`src/rtl/multiword_add_seq_if.sv`:
```
// Request/result bundle for the limb-serial multi-precision adder.
interface multiword_add_seq_if #(
    parameter int unsigned WORDS = 4
);
    localparam int unsigned W = 32 * WORDS;

    logic         in_valid;
    logic         in_ready;
    logic [W-1:0] a;
    logic [W-1:0] b;
    logic         cin;
    logic         sub;
    logic         out_valid;
    logic         out_ready;
    logic [W-1:0] sum;
    logic         cout;
    logic         overflow;
    logic         busy;

    modport master (
        output in_valid, a, b, cin, sub, out_ready,
        input  in_ready, out_valid, sum, cout, overflow, busy
    );

    modport slave (
        input  in_valid, a, b, cin, sub, out_ready,
        output in_ready, out_valid, sum, cout, overflow, busy
    );
endinterface

```
`src/rtl/multiword_add_seq.sv`:
```
// Multi-precision add/subtract: one 32-bit adder stepped over WORDS limbs, LSB limb first,
// with the carry chained through a register between limbs.
module multiword_add_seq #(
    parameter int unsigned WORDS = 4
) (
    input  logic                clk,
    input  logic                rst,
    multiword_add_seq_if.slave  bus
);
    localparam int unsigned IDX_W = (WORDS > 1) ? $clog2(WORDS) : 1;

    typedef enum logic [1:0] {
        IDLE = 2'd0,
        RUN  = 2'd1,
        DONE = 2'd2
    } state_t;

    typedef logic [WORDS-1:0][31:0] limbs_t;

    state_t             state_q, state_d;
    logic [IDX_W-1:0]   idx_q,   idx_d;
    logic               carry_q, carry_d;
    limbs_t             opa_q,   opa_d;
    limbs_t             opb_q,   opb_d;
    limbs_t             acc_q,   acc_d;
    limbs_t             sum_q,   sum_d;
    logic               cout_q,  cout_d;
    logic               ovf_q,   ovf_d;
    logic [32:0]        limb_sum;
    logic               last_limb;

    // State and datapath registers
    always_ff @(posedge clk) begin
        if (rst) begin
            state_q <= IDLE;
            idx_q   <= '0;
            carry_q <= 1'b0;
            opa_q   <= '0;
            opb_q   <= '0;
            acc_q   <= '0;
            sum_q   <= '0;
            cout_q  <= 1'b0;
            ovf_q   <= 1'b0;
        end else begin
            state_q <= state_d;
            idx_q   <= idx_d;
            carry_q <= carry_d;
            opa_q   <= opa_d;
            opb_q   <= opb_d;
            acc_q   <= acc_d;
            sum_q   <= sum_d;
            cout_q  <= cout_d;
            ovf_q   <= ovf_d;
        end
    end

    // Next-state and limb datapath
    always_comb begin
        state_d   = state_q;
        idx_d     = idx_q;
        carry_d   = carry_q;
        opa_d     = opa_q;
        opb_d     = opb_q;
        acc_d     = acc_q;
        sum_d     = sum_q;
        cout_d    = cout_q;
        ovf_d     = ovf_q;
        last_limb = (idx_q == IDX_W'(WORDS - 1));
        limb_sum  = {1'b0, opa_q[idx_q]} + {1'b0, opb_q[idx_q]} + 33'(carry_q);

        case (state_q)
            IDLE: begin
                if (bus.in_valid) begin
                    // Subtract folds into the add as a + ~b + 1
                    opa_d   = bus.a;
                    opb_d   = bus.sub ? ~bus.b : bus.b;
                    carry_d = bus.sub ? 1'b1 : bus.cin;
                    idx_d   = '0;
                    state_d = RUN;
                end
            end
            RUN: begin
                acc_d[idx_q] = limb_sum[31:0];
                carry_d      = limb_sum[32];
                idx_d        = idx_q + IDX_W'(1);
                if (last_limb) begin
                    state_d = DONE;
                    idx_d   = '0;
                    sum_d   = acc_d;
                    cout_d  = limb_sum[32];
                    ovf_d   = (opa_q[WORDS-1][31] == opb_q[WORDS-1][31]) &&
                              (limb_sum[31] != opa_q[WORDS-1][31]);
                end
            end
            DONE: begin
                if (bus.out_ready) begin
                    state_d = IDLE;
                end
            end
            default: begin
                state_d = IDLE;
            end
        endcase
    end

    assign bus.in_ready  = (state_q == IDLE);
    assign bus.out_valid = (state_q == DONE);
    assign bus.busy      = (state_q != IDLE);
    assign bus.sum       = sum_q;
    assign bus.cout      = cout_q;
    assign bus.overflow  = ovf_q;

endmodule
```
`src/flat_wrapper.sv`:
```
// flat-port wrapper written by rule: the top's interface ports become plain ports
module multiword_add_seq_flat 
#(
    parameter int unsigned WORDS = 4
)
  (clk, rst, bus_in_valid, bus_a, bus_b, bus_cin, bus_sub, bus_out_ready, bus_in_ready, bus_out_valid, bus_sum, bus_cout, bus_overflow, bus_busy);
  multiword_add_seq_if #(.WORDS(WORDS)) bus_i ();
  input  logic clk;
  input  logic rst;
  input wire logic [$bits(bus_i.in_valid)-1:0] bus_in_valid;
  input wire logic [$bits(bus_i.a)-1:0] bus_a;
  input wire logic [$bits(bus_i.b)-1:0] bus_b;
  input wire logic [$bits(bus_i.cin)-1:0] bus_cin;
  input wire logic [$bits(bus_i.sub)-1:0] bus_sub;
  input wire logic [$bits(bus_i.out_ready)-1:0] bus_out_ready;
  output wire logic [$bits(bus_i.in_ready)-1:0] bus_in_ready;
  output wire logic [$bits(bus_i.out_valid)-1:0] bus_out_valid;
  output wire logic [$bits(bus_i.sum)-1:0] bus_sum;
  output wire logic [$bits(bus_i.cout)-1:0] bus_cout;
  output wire logic [$bits(bus_i.overflow)-1:0] bus_overflow;
  output wire logic [$bits(bus_i.busy)-1:0] bus_busy;
  assign bus_i.in_valid = bus_in_valid;
  assign bus_i.a = bus_a;
  assign bus_i.b = bus_b;
  assign bus_i.cin = bus_cin;
  assign bus_i.sub = bus_sub;
  assign bus_i.out_ready = bus_out_ready;
  assign bus_in_ready = bus_i.in_ready;
  assign bus_out_valid = bus_i.out_valid;
  assign bus_sum = bus_i.sum;
  assign bus_cout = bus_i.cout;
  assign bus_overflow = bus_i.overflow;
  assign bus_busy = bus_i.busy;
  multiword_add_seq #(.WORDS(WORDS)) u_core (.clk(clk), .rst(rst), .bus(bus_i));
endmodule
```
`config.mk`:
```
export PLATFORM = sky130hd
export DESIGN_NAME = multiword_add_seq_flat
export DESIGN_NICKNAME = d
export VERILOG_FILES = /design/src/rtl/multiword_add_seq_if.sv /design/src/rtl/multiword_add_seq.sv /design/src/flat_wrapper.sv
export SDC_FILE = /design/constraint.sdc
export NUM_CORES = 1
export LEC_CHECK = 0
export BUFFER_PORTS_ARGS = -buffer_cell sky130_fd_sc_hd__buf_2
export CORE_MARGIN = 2
export CORE_UTILIZATION = 49
export DETAILED_ROUTE_END_ITERATION = 10
export PLACE_DENSITY_LB_ADDON = 0.15
export REMOVE_ABC_BUFFERS = 1
export SLEW_MARGIN = 5
export SYNTH_ARGS = -nofsm -noshare
export SYNTH_HDL_FRONTEND = slang
export SYNTH_SLANG_ARGS = --single-unit
export TNS_END_PERCENT = 5
```
`constraint.sdc`:
```
create_clock -name clk -period 5.3 [get_ports clk]
set_clock_uncertainty 0.2 [all_clocks]
set_input_delay 0.265 -clock clk [delete_from_list [all_inputs] [get_ports clk]]
set_output_delay 0.265 -clock clk [all_outputs]
set_load 0.01 [all_outputs]
```
==> flow_summary_export.csv, run 1 <==
group,metric,value,unit
detailed_routing,vias,20300,
pwr,power,8.85,mW
global_routing,antenna_found_initial,0,
logic_synthesis,synth_top_area_share,44.6,%
floorplan,fp-row-count,77,
sta,fmax,0.216,GHz
clock_tree,clock_latency,590,ps
logic_synthesis,yosysUniqueCellTypes,64,
logic_synthesis,yosysWarnings,0,
logic_synthesis,synthAdderAreaFrac,2.18,%
worst_setup_path,startpoint_type,"register",
clock_tree,cts_max_level,2,
sta,slew_violations,0,
sta,min_period_over_period,87.2,%
pwr,power_leakage,11.2,nW
sta,worstMarginPinSlew,1150,ps
finish,num_antenna_cells,0,
worst_setup_path,cp_slowest_cell,"mux4_2",
floorplan,die_y,215,um
logic_synthesis,netlist_top_cells_count,"nand2_1, dfxtp_1, a21oi_1",
detailed_routing,drt-initial-drc-count,1634,
clock_tree,cts_resized,0,
detailed_routing,drt_first_pass_iters,5,
min_path,min_path_type,"in2reg",
clock_tree,clk_pin_slew,60,ps
sta,rsz0062_at_grt,"false",
outcome,outcome,"complete, no violations",
floorplan,core_area,0.0441,mm2
global_routing,grt-ovfl-total,0,
logic_synthesis,synth-compound-area-share,19.5,%
logic_synthesis,synth-main-ff-cell,"dfxtp_1",
worst_setup_path,critPathArrivalTime,4930,ps
floorplan,io_pins,395,
logic_synthesis,synth_area,0.0219,mm2
global_routing,grt_pass1_wl,109,mm
finish,fillers,3630,
logic_synthesis,synth_top_family_by_area,"compound AO/OA/AOI/OAI gates",
logic_synthesis,async_flop_share,0,%
clock_tree,clock_sinks,487,
pwr,vdd_drop_max,0.233,mV
sta,period_needed,4620,ps
logic_synthesis,synth-xor-area-share,6.14,%
clock_tree,clock-root-buffer,"clkbuf_16",
sta,finalHoldViolations,0,
placement,post-place-ws,735,ps
logic_synthesis,synth_edf_count,0,
global_routing,groute.usage.overall,29.3,%
finish,syn2layout_area_growth,29.8,%
detailed_routing,drc,0,
floorplan,dieArea,0.0464,mm2
global_routing,grt_max_degree,215,
logic_synthesis,synth_area_leaders,"dfxtp_1, nand2_1, a21oi_1",
sta,fin_setup_tns,0,ps
finish,nets,3352,
detailed_routing,wl,69.2,mm
pwr,p_per_area,312,mW/mm2
placement,numPortBuffers,394,
worst_setup_path,crit_top_cell,"nand2_1",
logic_synthesis,synth_seq_cells,487,
worst_setup_path,required,5610,ps
clock_tree,cts_tree,"yes",
clock_tree,cts.path.max_buffers,3,
worst_setup_path,critical_path.max_stage_delay,620,ps
logic_synthesis,synth_simple_gate_area_share,15.2,%
sta,setup_ws,679,ps
detailed_routing,antenna_left,0,
sta,max_slew_margin,23.4,%
floorplan,fp.dieW,215,um
detailed_routing,routed_via_density,5.52,
flow_run,drv_cap,0,
logic_synthesis,muxShareOfSynthArea,8.42,%
logic_synthesis,yosysMostFrequentCell,"nand2_1",
worst_setup_path,end_kind,"register",
logic_synthesis,synth_top_area_cell,"dfxtp_1",
sta,setup_viol,0,
detailed_routing,wl_per_cell,18.8,um
worst_setup_path,path_max_fanout,56,
floorplan,start_util,49.6,%
clock_tree,cts_buffers,51,
placement,gp_congestion,0.846,
logic_synthesis,syn_area_per_cell,8.68,um2
finish,fin_util,64.4,%
finish,drive_gt1_share,19.2,%
global_routing,grt_pass1_vias,20000,
logic_synthesis,seq_area_frac_synth,44.6,%
logic_synthesis,syn-instance-count,2522,
worst_setup_path,path_class,"reg2reg",
placement,dpl.hpwl,42.7,mm
worst_setup_path,crit_chain,"buf_12, mux4_2, ha_1, a21o_1, o21bai_1, or4b_4, o211ai_1, nand2_1, xor2_1, nand2_1, a21oi_1",
layer usage:
metal  vias up  part of all wire [%]  global-route usage, %
met4         0                   3.6                   11.0
met2       736                    47                   48.3
li1       9867                     -                      -
met5         -                     0                      0
met3       148                   6.4                   5.28
met1      9573                    43                   38.5
registers in the layout, summed over array words and instances (netlist names):
name,count
u_core.opb_q,128
u_core.carry_q,1
u_core.idx_q,2
u_core.bus.cout,1
u_core.bus.sum,128
u_core.opa_q,128
u_core.state_q,2
u_core.bus.overflow,1
u_core.acc_q,96
report_power, final:
part	switching (mW)	total, mW	internal (mW)
registers	0.0983	3.93	3.84
logic	0.840	1.46	0.622
clock network	1.46	3.45	1.99
total	2.40	8.85	6.45
repair_timing:
| item | in CTS | in global routing |
|---|---|---|
| buffers inserted | 0 | 0 |
| hold buffers | 264 | 0 |
| hold endpoints to repair | 283 | 0 |
critical path, delay by kind of cell (launching register included):
family	cells	cell delay, ps
AOI/OAI and AO/OA	4	880
and+or+nand+nor	3	850
muxes	1	620
xor gates and xnor gates	1	570
DFF	1	540
buffers and inverters	1	460
adders and majority gates	1	390
final cells by class:
cell class              instances  area [um2]  area share, %
multi-input cells            1805       11300           39.8
flip-flops and latches        487        9760           34.4
repair buffers                690        4930           17.4
clock buffers                  79        1500           5.30
well taps                     592         741           2.61
clock inverters                13        93.8          0.330
inverters                      18        67.6          0.238
path summary, 6_finish.rpt:
path	startpoint	to	slack, ps	cells past startpoint
worst max register to register	u_core.idx_q[0]	u_core.bus.sum[89]	680	11
worst min register to register	u_core.bus.sum[48]	u_core.bus.sum[48]	250	2
worst max-delay path	u_core.idx_q[0]	u_core.bus.sum[89]	680	11
worst min-delay path	bus_sub	u_core.opb_q[81]	220	4
through the flow:
step	cells	cell area, um2	hold WS, ps
6_report	3684	28400	217
5_1_grt	3684	28400	260
4_1_cts	3684	28400	222
3_5_place_dp	3328	24200	244
3_3_place_gp	3328	24200	239
2_1_floorplan	2310	21100	134
cells by family after synthesis:
group / Yosys count
and+or+nand+nor: 818
AOI/OAI and AO/OA: 696
DFF: 487
buffers and inverters: 230
xor gates and xnor gates: 150
muxes: 104
adders and majority gates: 37
cell usage in the layout, fill, tap and decap left out, drive strengths merged, types with 3 or more instances in the layout:
cell type / synthesis / layout
nand3: 48 / 48
a211o: 4 / 4
nand2: 497 / 497
xnor2: 138 / 138
inv: 18 / 18
nand2b: 4 / 4
clkbuf: 191 / 79
nor2: 215 / 215
o21a: 5 / 5
or3: 7 / 7
a211oi: 188 / 188
o21ai: 86 / 86
mux4: 64 / 64
o31ai: 3 / 3
nor2b: 7 / 7
clkinv: 0 / 12
a21boi: 4 / 4
o211ai: 11 / 11
a21o: 15 / 15
and3: 5 / 5
mux2i: 40 / 40
buf: 21 / 426
a31oi: 20 / 20
and2: 3 / 3
dlygate4sd3: 0 / 264
and4: 14 / 14
a21oi: 332 / 332
xor2: 12 / 12
dfxtp: 487 / 487
o21bai: 8 / 8
o2111ai: 3 / 3
ha: 35 / 35
nor3: 11 / 11
No activity file was read; power rests on OpenSTA's default activity.
==> run 2: changes to the inputs <==
==> constraint.sdc (replaced) <==
create_clock -name clk -period 5.3 [get_ports clk]
set_clock_uncertainty 0.2 [all_clocks]
set_input_delay 0.795 -clock clk [delete_from_list [all_inputs] [get_ports clk]]
set_output_delay 0.795 -clock clk [all_outputs]
set_load 0.01 [all_outputs]
==> run 2 against run 1 <==
  * Total power is 0.40% higher
  * Register-to-register slack worse by 50 ps
  * Core utilization is 5.7 points lower
  * Critical path depth stayed put
  * Cell area is 8.8% lower
  * Combinational power is 12% lower
  * Sequential share of layout area is 3.3 points higher
  * Sequential power hardly changed
  * Maximum frequency is 1.1% lower
==> flow_summary_export.csv, run 2 (synthesis results as in run 1) <==
group,metric,value,unit
outcome,outcome,"complete, no violations",
sta,rsz0062_at_grt,"false",
sta,period_needed,4670,ps
worst_setup_path,path_max_fanout,39,
finish,drive_gt1_share,21.1,%
clock_tree,cts_max_level,2,
sta,setup_ws,628,ps
sta,finalHoldViolations,0,
global_routing,groute.usage.overall,26.6,%
clock_tree,clk_pin_slew,60,ps
finish,final_cell_mix,"nand2_1, dfxtp_1, buf_2",
min_path,hp-start,"bus_a[2]",
global_routing,grt_pass1_vias,18100,
floorplan,core_area,0.0441,mm2
clock_tree,clock_sinks,487,
finish,syn2layout_area_growth,18.4,%
sta,slew_violations,0,
worst_setup_path,startpoint,"u_core.idx_q[1]",
finish,fillers,4072,
worst_setup_path,end_kind,"register",
detailed_routing,vias,18900,
finish,final_common_cell,"nand2_1",
floorplan,io_pins,395,
floorplan,fp.dieW,215,um
flow_run,drv_cap,0,
finish,multiInputGateArea,0.0113,mm2
placement,numPortBuffers,394,
worst_setup_path,required,5610,ps
worst_setup_path,critPathArrivalTime,4980,ps
sta,worstMarginPinSlew,1160,ps
floorplan,start_util,49.6,%
worst_setup_path,r2r-start,"u_core.idx_q[1]",
clock_tree,cts_resized,0,
pwr,vdd_drop_max,0.225,mV
clock_tree,clock_latency,600,ps
sta,fmax,0.214,GHz
clock_tree,cts_buffers,50,
finish,regArea,0.00976,mm2
placement,place_area,0.0242,mm2
sta,fin_setup_tns,0,ps
detailed_routing,wl_per_cell,18.5,um
global_routing,antenna_found_initial,0,
global_routing,grt-ovfl-total,0,
pwr,p_per_area,343,mW/mm2
global_routing,grt_pass1_wl,99.0,mm
clock_tree,cts_tree,"yes",
detailed_routing,drt_first_pass_iters,5,
placement,dpl.hpwl,42.4,mm
finish,nets,3083,
clock_tree,clock-root-buffer,"clkbuf_16",
detailed_routing,drt-initial-drc-count,1527,
clock_tree,cts-hold-fix-buffers,0,
placement,gp_congestion,0.854,
pwr,power_leakage,10.1,nW
finish,fin_util,58.7,%
floorplan,die_y,215,um
sta,min_period_over_period,88.1,%
clock_tree,cts.path.max_buffers,3,
sta,timing.hold.ws,244,ps
floorplan,fp-row-count,77,
placement,post-place-ws,703,ps
worst_setup_path,path_class,"reg2reg",
detailed_routing,antenna_left,0,
floorplan,dieArea,0.0464,mm2
global_routing,grt_max_degree,201,
worst_setup_path,startpoint_type,"register",
min_path,min_path_type,"in2reg",
sta,max_slew_margin,22.1,%
clock_tree,post_cts_buffers,0,
sta,setup_viol,0,
detailed_routing,routed_via_density,5.54,
detailed_routing,drc,0,
finish,design_area,0.0259,mm2
finish,num_antenna_cells,0,
detailed_routing,wl,63.3,mm
## run 2: per-layer routing
layer  vias to the layer above  track usage [%]  wire length, um
li1                       9305                -                -
met1                      8972             36.6            28600
met3                        84             3.52             3490
met5                         -                0                0
met2                       573             43.7            29700
met4                         0             7.68             1500
## run 2: power by group
| part | total (mW) | internal (mW) | leakage (nW) | switching, mW |
|---|---|---|---|---|
| clock | 3.66 | 2.20 | 0.852 | 1.46 |
| combinational | 1.29 | 0.494 | 5.32 | 0.799 |
| sequential | 3.93 | 3.84 | 3.98 | 0.0963 |
| total | 8.88 | 6.52 | 10.1 | 2.36 |
## run 2: worst paths after layout
check / to / slack (ps) / cells past startpoint
worst min-delay path: u_core.opa_q[2] / 240 / 3
worst max-delay path: u_core.bus.sum[57] / 630 / 11
worst max register to register: u_core.bus.sum[57] / 630 / 11
worst min register to register: u_core.opa_q[101] / 250 / 2
## run 2: cell type report
cell class                 instances  share of cell area, %
inverter                          18                  0.261
clock inverter                    12                  0.734
multi-input combinational       1805                   43.6
tap                              592                   2.86
sequential                       487                   37.7
timing repair buffer             422                   8.87
clock buffer                      80                   5.97
## run 2: worst max-delay path: stages (launching register included)
cell and delay [ps]:
dfxtp_4 680, buf_4 620, mux4_2 410, ha_1 410, a21o_1 220, o21bai_1 200, or4b_4 550, o211ai_1 270
nand2_1 140, xor2_1 590, nand2_1 120, a21oi_1 170
## run 2: per-stage QoR
stage,power (mW),std cells
2_1_floorplan,4.83,2310
3_3_place_gp,5.26,3324
3_5_place_dp,5.29,3324
4_1_cts,8.94,3416
5_1_grt,9.24,3416
6_report,8.88,3416
==> run 3: changes to the inputs <==
--- a/config.mk
+++ b/config.mk
@@ -5,6 +5,7 @@
 export SDC_FILE = /design/constraint.sdc
 export NUM_CORES = 1
 export LEC_CHECK = 0
+export ABC_AREA = 1
 export BUFFER_PORTS_ARGS = -buffer_cell sky130_fd_sc_hd__buf_2
 export CORE_MARGIN = 2
 export CORE_UTILIZATION = 49
==> run 3 against run 2 <==
  * Register-to-register slack better by 450 ps
  * Clock power decreased by 3%
  * Count of clock-buffer cells in the layout increased by 3
  * Worst hold slack barely moved
  * Wire length is 12% higher
  * Global-route usage increased by 0.83 points
  * Largest cell class unchanged
  * Highest routed layer unchanged
  * Critical path depth increased by 2
  * Worst setup slack improved by 450 ps
==> flow_summary_export.csv, run 3 <==
group,metric,value,unit
min_path,min_path_type,"reg2reg",
flow_run,drv_cap,0,
floorplan,io_pins,395,
worst_setup_path,cp_num_buf_inv,2,
finish,nets,3867,
logic_synthesis,yosysMostFrequentCell,"nor2_1",
worst_setup_path,crit_chain,"inv_4, o21ai_0, o22ai_1, fa_1, fa_1, nand3_1, nand2_1, nand2_1, nand2_1, xnor2_1, o21ai_0, o21ai_0, inv_1",
clock_tree,cts.path.max_buffers,3,
detailed_routing,drt-initial-drc-count,1921,
pwr,p_comb_share,23.1,%
pwr,power,9.90,mW
clock_tree,clock_latency,590,ps
worst_setup_path,cp_num_cells,13,
clock_tree,cts_tree,"yes",
worst_setup_path,cp_slowest_cell,"dfxtp_4",
detailed_routing,antenna_left,0,
logic_synthesis,netlist_top_cells_count,"nor2_1, dfxtp_1, nand2_1",
global_routing,antenna_found_initial,0,
logic_synthesis,syn_area_per_cell,7.16,um2
sta,finalHoldViolations,0,
detailed_routing,drc,0,
placement,numPortBuffers,394,
worst_setup_path,required,5580,ps
logic_synthesis,synth_area_leaders,"dfxtp_1, nor2_1, o21ai_0",
worst_setup_path,end_kind,"register",
logic_synthesis,yosysUniqueCellTypes,39,
logic_synthesis,synth_top_area_share,40.8,%
pwr,power_leakage,13.2,nW
worst_setup_path,path_class,"reg2reg",
finish,design_area,0.0275,mm2
placement,dpl.hpwl,48.1,mm
sta,min_period_over_period,79.7,%
sta,slew_violations,0,
finish,fin_util,57.4,%
worst_setup_path,critical_path.max_stage_delay,710,ps
logic_synthesis,synth_area,0.0239,mm2
detailed_routing,wl,70.9,mm
worst_setup_path,r2r-start,"u_core.idx_q[0]",
finish,syn2layout_area_growth,15.3,%
clock_tree,clock-root-buffer,"clkbuf_16",
logic_synthesis,synth-main-ff-cell,"dfxtp_1",
pwr,p_per_area,360,mW/mm2
detailed_routing,wl_per_cell,16.8,um
outcome,outcome,"complete, no violations",
logic_synthesis,synth_seq_cells,487,
floorplan,fp-row-count,80,
worst_setup_path,reg2reg_slack,1070,ps
min_path,hold_path_depth,2,
finish,num_antenna_cells,0,
detailed_routing,routed_via_density,5.37,
clock_tree,cts_buffers,51,
clock_tree,cts_resized,0,
global_routing,grt_max_degree,178,
placement,gp_congestion,0.881,
finish,drive_gt1_share,15.7,%
global_routing,groute.usage.overall,27.4,%
sta,rsz0062_at_grt,"false",
floorplan,core_area,0.0479,mm2
min_path,hp-start,"u_core.bus.sum[98]",
sta,fmax,0.237,GHz
sta,max_slew_margin,21.7,%
logic_synthesis,synth_top_area_cell,"dfxtp_1",
finish,fillers,4633,
logic_synthesis,synth_edf_count,0,
detailed_routing,drt_first_pass_iters,5,
global_routing,grt_pass1_wl,110,mm
floorplan,start_util,49.8,%
worst_setup_path,r2r-end,"u_core.acc_q[8]",
global_routing,grt-ovfl-total,0,
clock_tree,clock_sinks,487,
floorplan,dieArea,0.0505,mm2
logic_synthesis,async_flop_share,0,%
logic_synthesis,syn-instance-count,3335,
pwr,internal-power,6.75,mW
worst_setup_path,reg2reg_depth,13,
sta,worstMarginPinSlew,1170,ps
pwr,p_seq_share,41.0,%
worst_setup_path,path_max_fanout,69,
clock_tree,post_cts_buffers,0,
worst_setup_path,startpoint_type,"register",
worst_setup_path,critPathArrivalTime,4510,ps
pwr,vdd_drop_max,0.250,mV
placement,place_area,0.0259,mm2
pwr,p_clk_share,36.0,%
clock_tree,clk_pin_slew,60,ps
floorplan,die_y,225,um
sta,setup_viol,0,
pwr,p_sw_share,31.9,%
finish,final_cell_mix,"nor2_1, dfxtp_1, nand2_1",
clock_tree,cts-hold-fix-buffers,0,
logic_synthesis,seq_area_frac_synth,40.8,%
pwr,switchingPower,3.16,mW
floorplan,fp.dieW,225,um
min_path,whs_endpoint,"u_core.bus.sum[98]",
detailed_routing,vias,22700,
global_routing,grt_pass1_vias,21000,
logic_synthesis,yosysWarnings,0,
worst_setup_path,cp_top_family,"adder cells",
clock_tree,cts_max_level,2,
finish,final_common_cell,"nor2_1",
sta,period_needed,4230,ps
## run 3: cell count changes after synthesis, moves of 31 or more
cell and delta:
o21a_1 +63, a21oi_1 -235, o21ai_0 +308, nor2_1 +433
a211oi_1 -60, o22ai_1 +63, buf_2 +61, clkbuf_1 -35
mux4_2 -64, nand3_1 +100, o211ai_1 +31, mux2i_1 -40
nand2_1 -91, inv_1 +309
## run 3: final cells by class
| cell class | instances | area [um2] | area share (%) |
|---|---|---|---|
| sequential | 487 | 9750 | 35.4 |
| inverter | 335 | 1280 | 4.64 |
| tap | 615 | 769 | 2.79 |
| multi-input combinational | 2271 | 11900 | 43.0 |
| clock inverter | 10 | 118 | 0.427 |
| timing repair buffer | 422 | 2220 | 8.07 |
| clock buffer | 83 | 1550 | 5.62 |
## run 3: cells by family (layout without fill, tap and decap cells)
family | count (synthesis) | after routing | share of synthesized area [%]
flip-flops | 487 | 487 | 40.8
XOR/XNOR | 144 | 144 | 5.41
adder cells (fa/ha/maj) | 37 | 37 | 2.00
buffers and inverters | 577 | 850 | 9.60
AND/OR/NAND/NOR | 1259 | 1259 | 21.5
AO/OA/AOI/OAI | 831 | 831 | 20.6
## run 3: worst reg2reg max path, delay by kind of cell (launching register included)
kind                     cells  cell delay (ps)
AO/OA/AOI/OAI                4              910
XOR/XNOR                     1              540
adder cells (fa/ha/maj)      2              910
buffers and inverters        2              480
flip-flops                   1              710
AND/OR/NAND/NOR              4              380
## run 3: power groups by stage
stage | clock (mW) | sequential, mW | combinational, mW
2_1_floorplan | 0 | 4.11 | 1.51
3_3_place_gp | 0 | 4.12 | 2.22
3_5_place_dp | 0 | 4.13 | 2.25
4_1_cts | 3.63 | 4.05 | 2.27
5_1_grt | 3.78 | 4.08 | 2.54
6_report | 3.56 | 4.06 | 2.28
## run 3: worst max path at each step
stage | endpoint | from | slack [ps]
2_1_floorplan | u_core.bus.sum[14] | u_core.idx_q[0] | -1700
3_3_place_gp | u_core.acc_q[58] | u_core.idx_q[0] | 1210
3_5_place_dp | u_core.acc_q[8] | u_core.idx_q[0] | 1120
4_1_cts | u_core.acc_q[8] | u_core.idx_q[0] | 1090
5_1_grt | u_core.bus.sum[90] | u_core.idx_q[0] | 750
6_report | u_core.acc_q[8] | u_core.idx_q[0] | 1070
## run 3: per-layer routing
layer  track usage (%)  wire (um)
met1              37.4      32400
met2              45.2      32700
met3              3.28       4090
met4              8.76       1770
met5                 0          0
## run 3: stage by stage
| stage | worst slack (ps) | instances | hold WS, ps | TNS (ps) |
|---|---|---|---|---|
| global route | 754 | 4223 | 252 | 0 |
| finish | 1070 | 4223 | 243 | 0 |
| global placement | 1210 | 4130 | 238 | 0 |
| floorplan | -1700 | 3093 | 250 | -538530 |
| CTS | 1090 | 4223 | 216 | 0 |
| detailed placement | 1120 | 4130 | 244 | 0 |
